<file path="config.mk">
export PLATFORM = sky130hd
export DESIGN_NAME = key_event_queue
export DESIGN_NICKNAME = d
export VERILOG_FILES = /design/src/rtl/key_event_queue.sv
export SDC_FILE = /design/constraint.sdc
export NUM_CORES = 1
export LEC_CHECK = 0
export CAP_MARGIN = 15
export CORE_MARGIN = 5
export CORE_UTILIZATION = 40
export DETAILED_ROUTE_END_ITERATION = 6
export SYNTH_ARGS = -nofsm -noshare
export SYNTH_HDL_FRONTEND = slang
export SYNTH_SLANG_ARGS = --single-unit
</file>
<file path="constraint.sdc">
create_clock -name clk -period 7.9 [get_ports clk]
set_input_delay 0.79 -clock clk [delete_from_list [all_inputs] [get_ports clk]]
set_output_delay 0.79 -clock clk [all_outputs]
set_load 0.01 [all_outputs]
</file>
<file path="src/rtl/key_event_queue.sv">
// Key scanner with typematic repeat feeding an event FIFO.
// Events are {type[1:0], 3'b000, idx[2:0]} and leave in push order.
module key_event_queue #(
  parameter int          N_KEYS    = 8,
  parameter int          DEPTH     = 8,
  parameter logic [23:0] REP_DELAY = 24'd5_000_000,
  parameter logic [23:0] REP_RATE  = 24'd1_000_000
) (
  input  logic              clk,
  input  logic              rst,
  input  logic [N_KEYS-1:0] keys,
  input  logic              rd_en,
  input  logic              clr_ovf,
  output logic [7:0]        data,
  output logic              valid,
  output logic [4:0]        count,
  output logic              ovf
);

  localparam int          AW      = $clog2(DEPTH);
  localparam logic [4:0]  DEPTH_C = 5'(DEPTH);
  localparam logic [1:0]  T_PRESS = 2'b01;
  localparam logic [1:0]  T_REL   = 2'b10;
  localparam logic [1:0]  T_REP   = 2'b11;

  logic [2:0]        idx_q, idx_d;
  logic [N_KEYS-1:0] prev_q, prev_d;
  logic              held_v_q, held_v_d;
  logic [2:0]        held_idx_q, held_idx_d;
  logic [23:0]       timer_q, timer_d;
  logic [AW-1:0]     wp_q, wp_d;
  logic [AW-1:0]     rp_q, rp_d;
  logic [4:0]        cnt_q, cnt_d;
  logic              ovf_q, ovf_d;
  logic [7:0]        mem_q [DEPTH];
  logic [7:0]        mem_d [DEPTH];

  logic       pop;
  logic       can_push;
  logic       key_now;
  logic       scan_req;
  logic       rep_req;
  logic       scan_push;
  logic       rep_push;
  logic       push;
  logic [7:0] wr_data;

  always_comb begin
    pop       = rd_en && (cnt_q != 5'd0);
    can_push  = (cnt_q < DEPTH_C) || pop;
    key_now   = keys[idx_q];
    scan_req  = key_now != prev_q[idx_q];
    rep_req   = held_v_q && (timer_q == 24'd0) && keys[held_idx_q];
    scan_push = !rep_req && scan_req && can_push;
    rep_push  = rep_req && can_push;
    push      = scan_push || rep_push;
    if (rep_push) begin
      wr_data = {T_REP, 3'b000, held_idx_q};
    end else begin
      wr_data = {key_now ? T_PRESS : T_REL, 3'b000, idx_q};
    end
  end

  always_comb begin
    idx_d      = idx_q;
    prev_d     = prev_q;
    held_v_d   = held_v_q;
    held_idx_d = held_idx_q;
    timer_d    = timer_q;
    wp_d       = wp_q;
    rp_d       = rp_q;
    cnt_d      = cnt_q;
    ovf_d      = ovf_q;
    mem_d      = mem_q;

    // Scanner holds its place while a repeat owns the slot or the push is blocked
    if (!rep_req && (!scan_req || can_push)) begin
      idx_d = idx_q + 3'd1;
    end
    if (scan_push) begin
      prev_d[idx_q] = key_now;
    end

    if (scan_push && key_now) begin
      held_v_d   = 1'b1;
      held_idx_d = idx_q;
      timer_d    = REP_DELAY - 24'd1;
    end else if (scan_push && (idx_q == held_idx_q)) begin
      held_v_d = 1'b0;
    end else if (held_v_q) begin
      if (timer_q == 24'd0) begin
        timer_d = REP_RATE - 24'd1;
      end else begin
        timer_d = timer_q - 24'd1;
      end
    end

    if (push) begin
      mem_d[wp_q] = wr_data;
      wp_d        = wp_q + 1'b1;
    end
    if (pop) begin
      rp_d = rp_q + 1'b1;
    end
    unique case ({push, pop})
      2'b10:   cnt_d = cnt_q + 5'd1;
      2'b01:   cnt_d = cnt_q - 5'd1;
      default: cnt_d = cnt_q;
    endcase

    // A dropped repeat outranks a clear in the same cycle
    if (rep_req && !can_push) begin
      ovf_d = 1'b1;
    end else if (clr_ovf) begin
      ovf_d = 1'b0;
    end
  end

  always_ff @(posedge clk or negedge rst) begin
    if (!rst) begin
      idx_q      <= '0;
      prev_q     <= '0;
      held_v_q   <= 1'b0;
      held_idx_q <= '0;
      timer_q    <= '0;
      wp_q       <= '0;
      rp_q       <= '0;
      cnt_q      <= '0;
      ovf_q      <= 1'b0;
      mem_q      <= '{default: '0};
    end else begin
      idx_q      <= idx_d;
      prev_q     <= prev_d;
      held_v_q   <= held_v_d;
      held_idx_q <= held_idx_d;
      timer_q    <= timer_d;
      wp_q       <= wp_d;
      rp_q       <= rp_d;
      cnt_q      <= cnt_d;
      ovf_q      <= ovf_d;
      mem_q      <= mem_d;
    end
  end

  assign valid = cnt_q != 5'd0;
  assign data  = valid ? mem_q[rp_q] : 8'h00;
  assign count = cnt_q;
  assign ovf   = ovf_q;

endmodule
</file>
==> impl_metrics.env <==
export IMPL_cp_max_fo=12
export IMPL_synthFlopType="dfrtp_1"
export IMPL_ir_worst_vdd_mv=0.226
export IMPL_synth_area_leaders="dfrtp_1 (45%), mux2_1 (7.2%), mux4_2 (6.7%), mux2_2 (3.4%), o21ai_0 (2.6%)"
export IMPL_cts_setup_buffers=0
export IMPL_hold_viol=0
export IMPL_leakage_uw=0.00230
export IMPL_dp_final_hpwl_um=7470
export IMPL_finalSetupViolCount=0
export IMPL_synth_edff_count=0
export IMPL_drt_iter0_markers=148
export IMPL_cts_tree="built"
export IMPL_cts_buffers=9
export IMPL_syn_area_um2=5010
export IMPL_yosys_area_top_type="dfrtp_1"
export IMPL_postLayoutCellArea_um2=5710
export IMPL_timing_fmax_mhz=228
export IMPL_slew_headroom=0.280
export IMPL_fin_skew_ps=6.75
export IMPL_async_flop_share=1.00
export IMPL_io_buffers=23
export IMPL_path_class="input port to register"
export IMPL_syn2layout_area_growth_pct=14.0
export IMPL_combPwrFrac=0.448
export IMPL_worst_pin_slew_ps=1080
export IMPL_cp_required_ps=8130
export IMPL_rows=40
export IMPL_clock_latency_ps=350
export IMPL_drive_gt1_frac=0.142
export IMPL_hp_class="input port to asynchronous set/reset pin"
export IMPL_vias=3486
export IMPL_wl_met2_um=5070
export IMPL_startpoint_type="input port"
export IMPL_ioPinCount=27
export IMPL_drt_met1_wl_um=5220
export IMPL_cts_clk_slew_worst_paths_ps=60
export IMPL_clock_path_buffers=2
export IMPL_drv_slew=0
export IMPL_final_core_util=0.470
export IMPL_fin_ws_ps=3520
export IMPL_switching_power_uw=967
export IMPL_r2r_setup_slack_ps=3590
export IMPL_p_per_area_nw_per_um2=440
export IMPL_ys_seq_elements=91
export IMPL_maxUsedRoutingLayer="met4"
export IMPL_n_antenna_cell=0
export IMPL_dpl_instance_area_um2=5350
export IMPL_yosys_warnings=0
export IMPL_r2r_start="timer_q[0]"
export IMPL_cts_root_buf="clkbuf_16"
export IMPL_postSynthAreaPerCell_um2=11.2
export IMPL_cellInternalPower_uw=1540
export IMPL_final_common_cell="dfrtp_1"
export IMPL_fin_crit_ps=4380
export IMPL_cts_hold_buffers_added=0
export IMPL_grt_max_degree=56
export IMPL_fill_cells=1125
export IMPL_dr_pass1_iters=4
export IMPL_dp_cells=617
export IMPL_grt_util_all_layers=0.157
export IMPL_yosysTopAreaCellShare=0.455
export IMPL_nNetsFinal=481
export IMPL_crit_end="count[4]"
export IMPL_wl_met3_um=311
export IMPL_finalCritPeriodShare=0.554
export IMPL_grt_pass1_wl_um=18200
export IMPL_crit_path_end_kind="register"
export IMPL_wire_per_inst_um=17.1
export IMPL_die_area_um2=14900
export IMPL_synth_cells=448
export IMPL_cp_data_arrival_time_ps=4610
export IMPL_ant_nets=0
export IMPL_cts_resized=0
export IMPL_globalplace_congestion=0.766
export IMPL_synth_cell_types=60
export IMPL_seqPwrFrac=0.345
export IMPL_wirelength_um=10800
export IMPL_p_clk_frac=0.207
export IMPL_crit_start="keys[7]"
export IMPL_viasPerCell=5.51
export IMPL_r2r_cells=16
export IMPL_post_place_ws_ps=3150
export IMPL_htree_levels=3
export IMPL_final_cell_mix="dfrtp_1 (91), nor2_1 (34), mux2_1 (32)"
export IMPL_final_cells=633
export IMPL_cts_sinks=91
export IMPL_grt_ovfl_total=0
export IMPL_switching_share=0.385
export IMPL_worst_r2r_endpoint="count[4]"
export IMPL_die_h_um=122
export IMPL_drcViolationCount=0
export IMPL_status="completed"
export IMPL_grt_pass1_vias=3510
export IMPL_rsz0062_at_grt="no"
export IMPL_drv_cap=0
export IMPL_core_area_um2=12200
export IMPL_fin_tns_setup_ps=0
export IMPL_seq_area_frac_synth=0.455
export IMPL_die_width_um=122
export IMPL_start_util=0.412
export IMPL_antenna_found_initial=0
[power groups by stage]
| stage | logic [uW] | clock network [uW] | registers [uW] |
|---|---|---|---|
| after floorplan | 950 | 0 | 755 |
| after CTS | 1140 | 532 | 870 |
| after global routing | 1250 | 545 | 901 |
| final | 1130 | 520 | 865 |
| after global placement | 1110 | 0 | 866 |
| after detailed placement | 1140 | 0 | 878 |
[sequential cells by signal (all words and copies together) (netlist names)]
signal	count
wp_q	3
mem_q	40
count	5
held_idx_q	3
held_v_q	1
prev_q	8
idx_q	3
ovf	1
timer_q	24
rp_q	3
[cell families after synthesis]
group / share of synthesized area
flops: 0.455
compound gates: 0.106
simple gates: 0.156
fa+ha+maj: 0.0225
buf+inv: 0.0322
xor+xnor: 0.0315
mux: 0.196
other cells: 0.000749
[routing by layer]
| metal | vias to the layer above | GRT usage |
|---|---|---|
| met2 | 52 | 0.244 |
| li1 | 1674 | - |
| met4 | 0 | 0.0658 |
| met5 | - | 0 |
| met1 | 1748 | 0.217 |
| met3 | 12 | 0.0302 |
[critical path: stages]
cell and delay [ps]:
clkdlybuf4s50_1 470, mux2i_1 70, mux4_2 520, or3_1 540, a21oi_4 470, inv_1 120
ha_1 320, xor2_1 190, ha_1 220, o21a_1 170, o22a_1 190, a21oi_1 170
xor2_1 160, nor2_1 60, xor2_1 140
[how the worst min path moves through the flow]
stage                 endpoint  slack (ps)  depth (start not counted)
floorplan            mem_q[10]         460                          1
finish              timer_q[5]         400                          1
global placement     mem_q[48]         470                          1
global route        timer_q[5]         450                          1
detailed placement   mem_q[47]         480                          1
CTS                    wp_q[1]         420                          1
[metrics by stage]
step	total power [uW]	hold slack, ps
4_1_cts	2550	418
6_report	2510	404
3_3_place_gp	1980	469
2_1_floorplan	1700	459
5_1_grt	2700	450
3_5_place_dp	2020	478
[cell usage after synthesis, types with 3 or more instances]
library cell   n
ha_1           9
mux4_2        15
or3_1          8
nor4_2         3
clkbuf_1      15
mux2_1        32
o21bai_1       3
nand2b_1       5
buf_2          3
nand3_1        9
a211oi_1       3
inv_1          9
nand2_1       26
nor4_1         3
xor2_1        13
nor2_1        34
dfrtp_1       91
o21ai_0       26
o31ai_1        5
a21o_1         3
mux2_2        15
nand4b_1       7
mux2i_1       10
or2_2          4
buf_1          4
xnor2_1        5
nand4_1        7
a21oi_1       21
buf_4          4
nor3_1        14
a41oi_1        3
[area by class of cell]
type / instances / area, um2 / share of cell area
inverter: 9 / 33.8 / 0.00591
sequential: 91 / 2280 / 0.399
clock buffer: 11 / 233 / 0.0407
timing repair buffer: 26 / 250 / 0.0438
clock inverter: 5 / 125 / 0.0219
tap: 168 / 210 / 0.0368
multi-input combinational: 323 / 2580 / 0.452
Power figures use the tool's default switching activity.
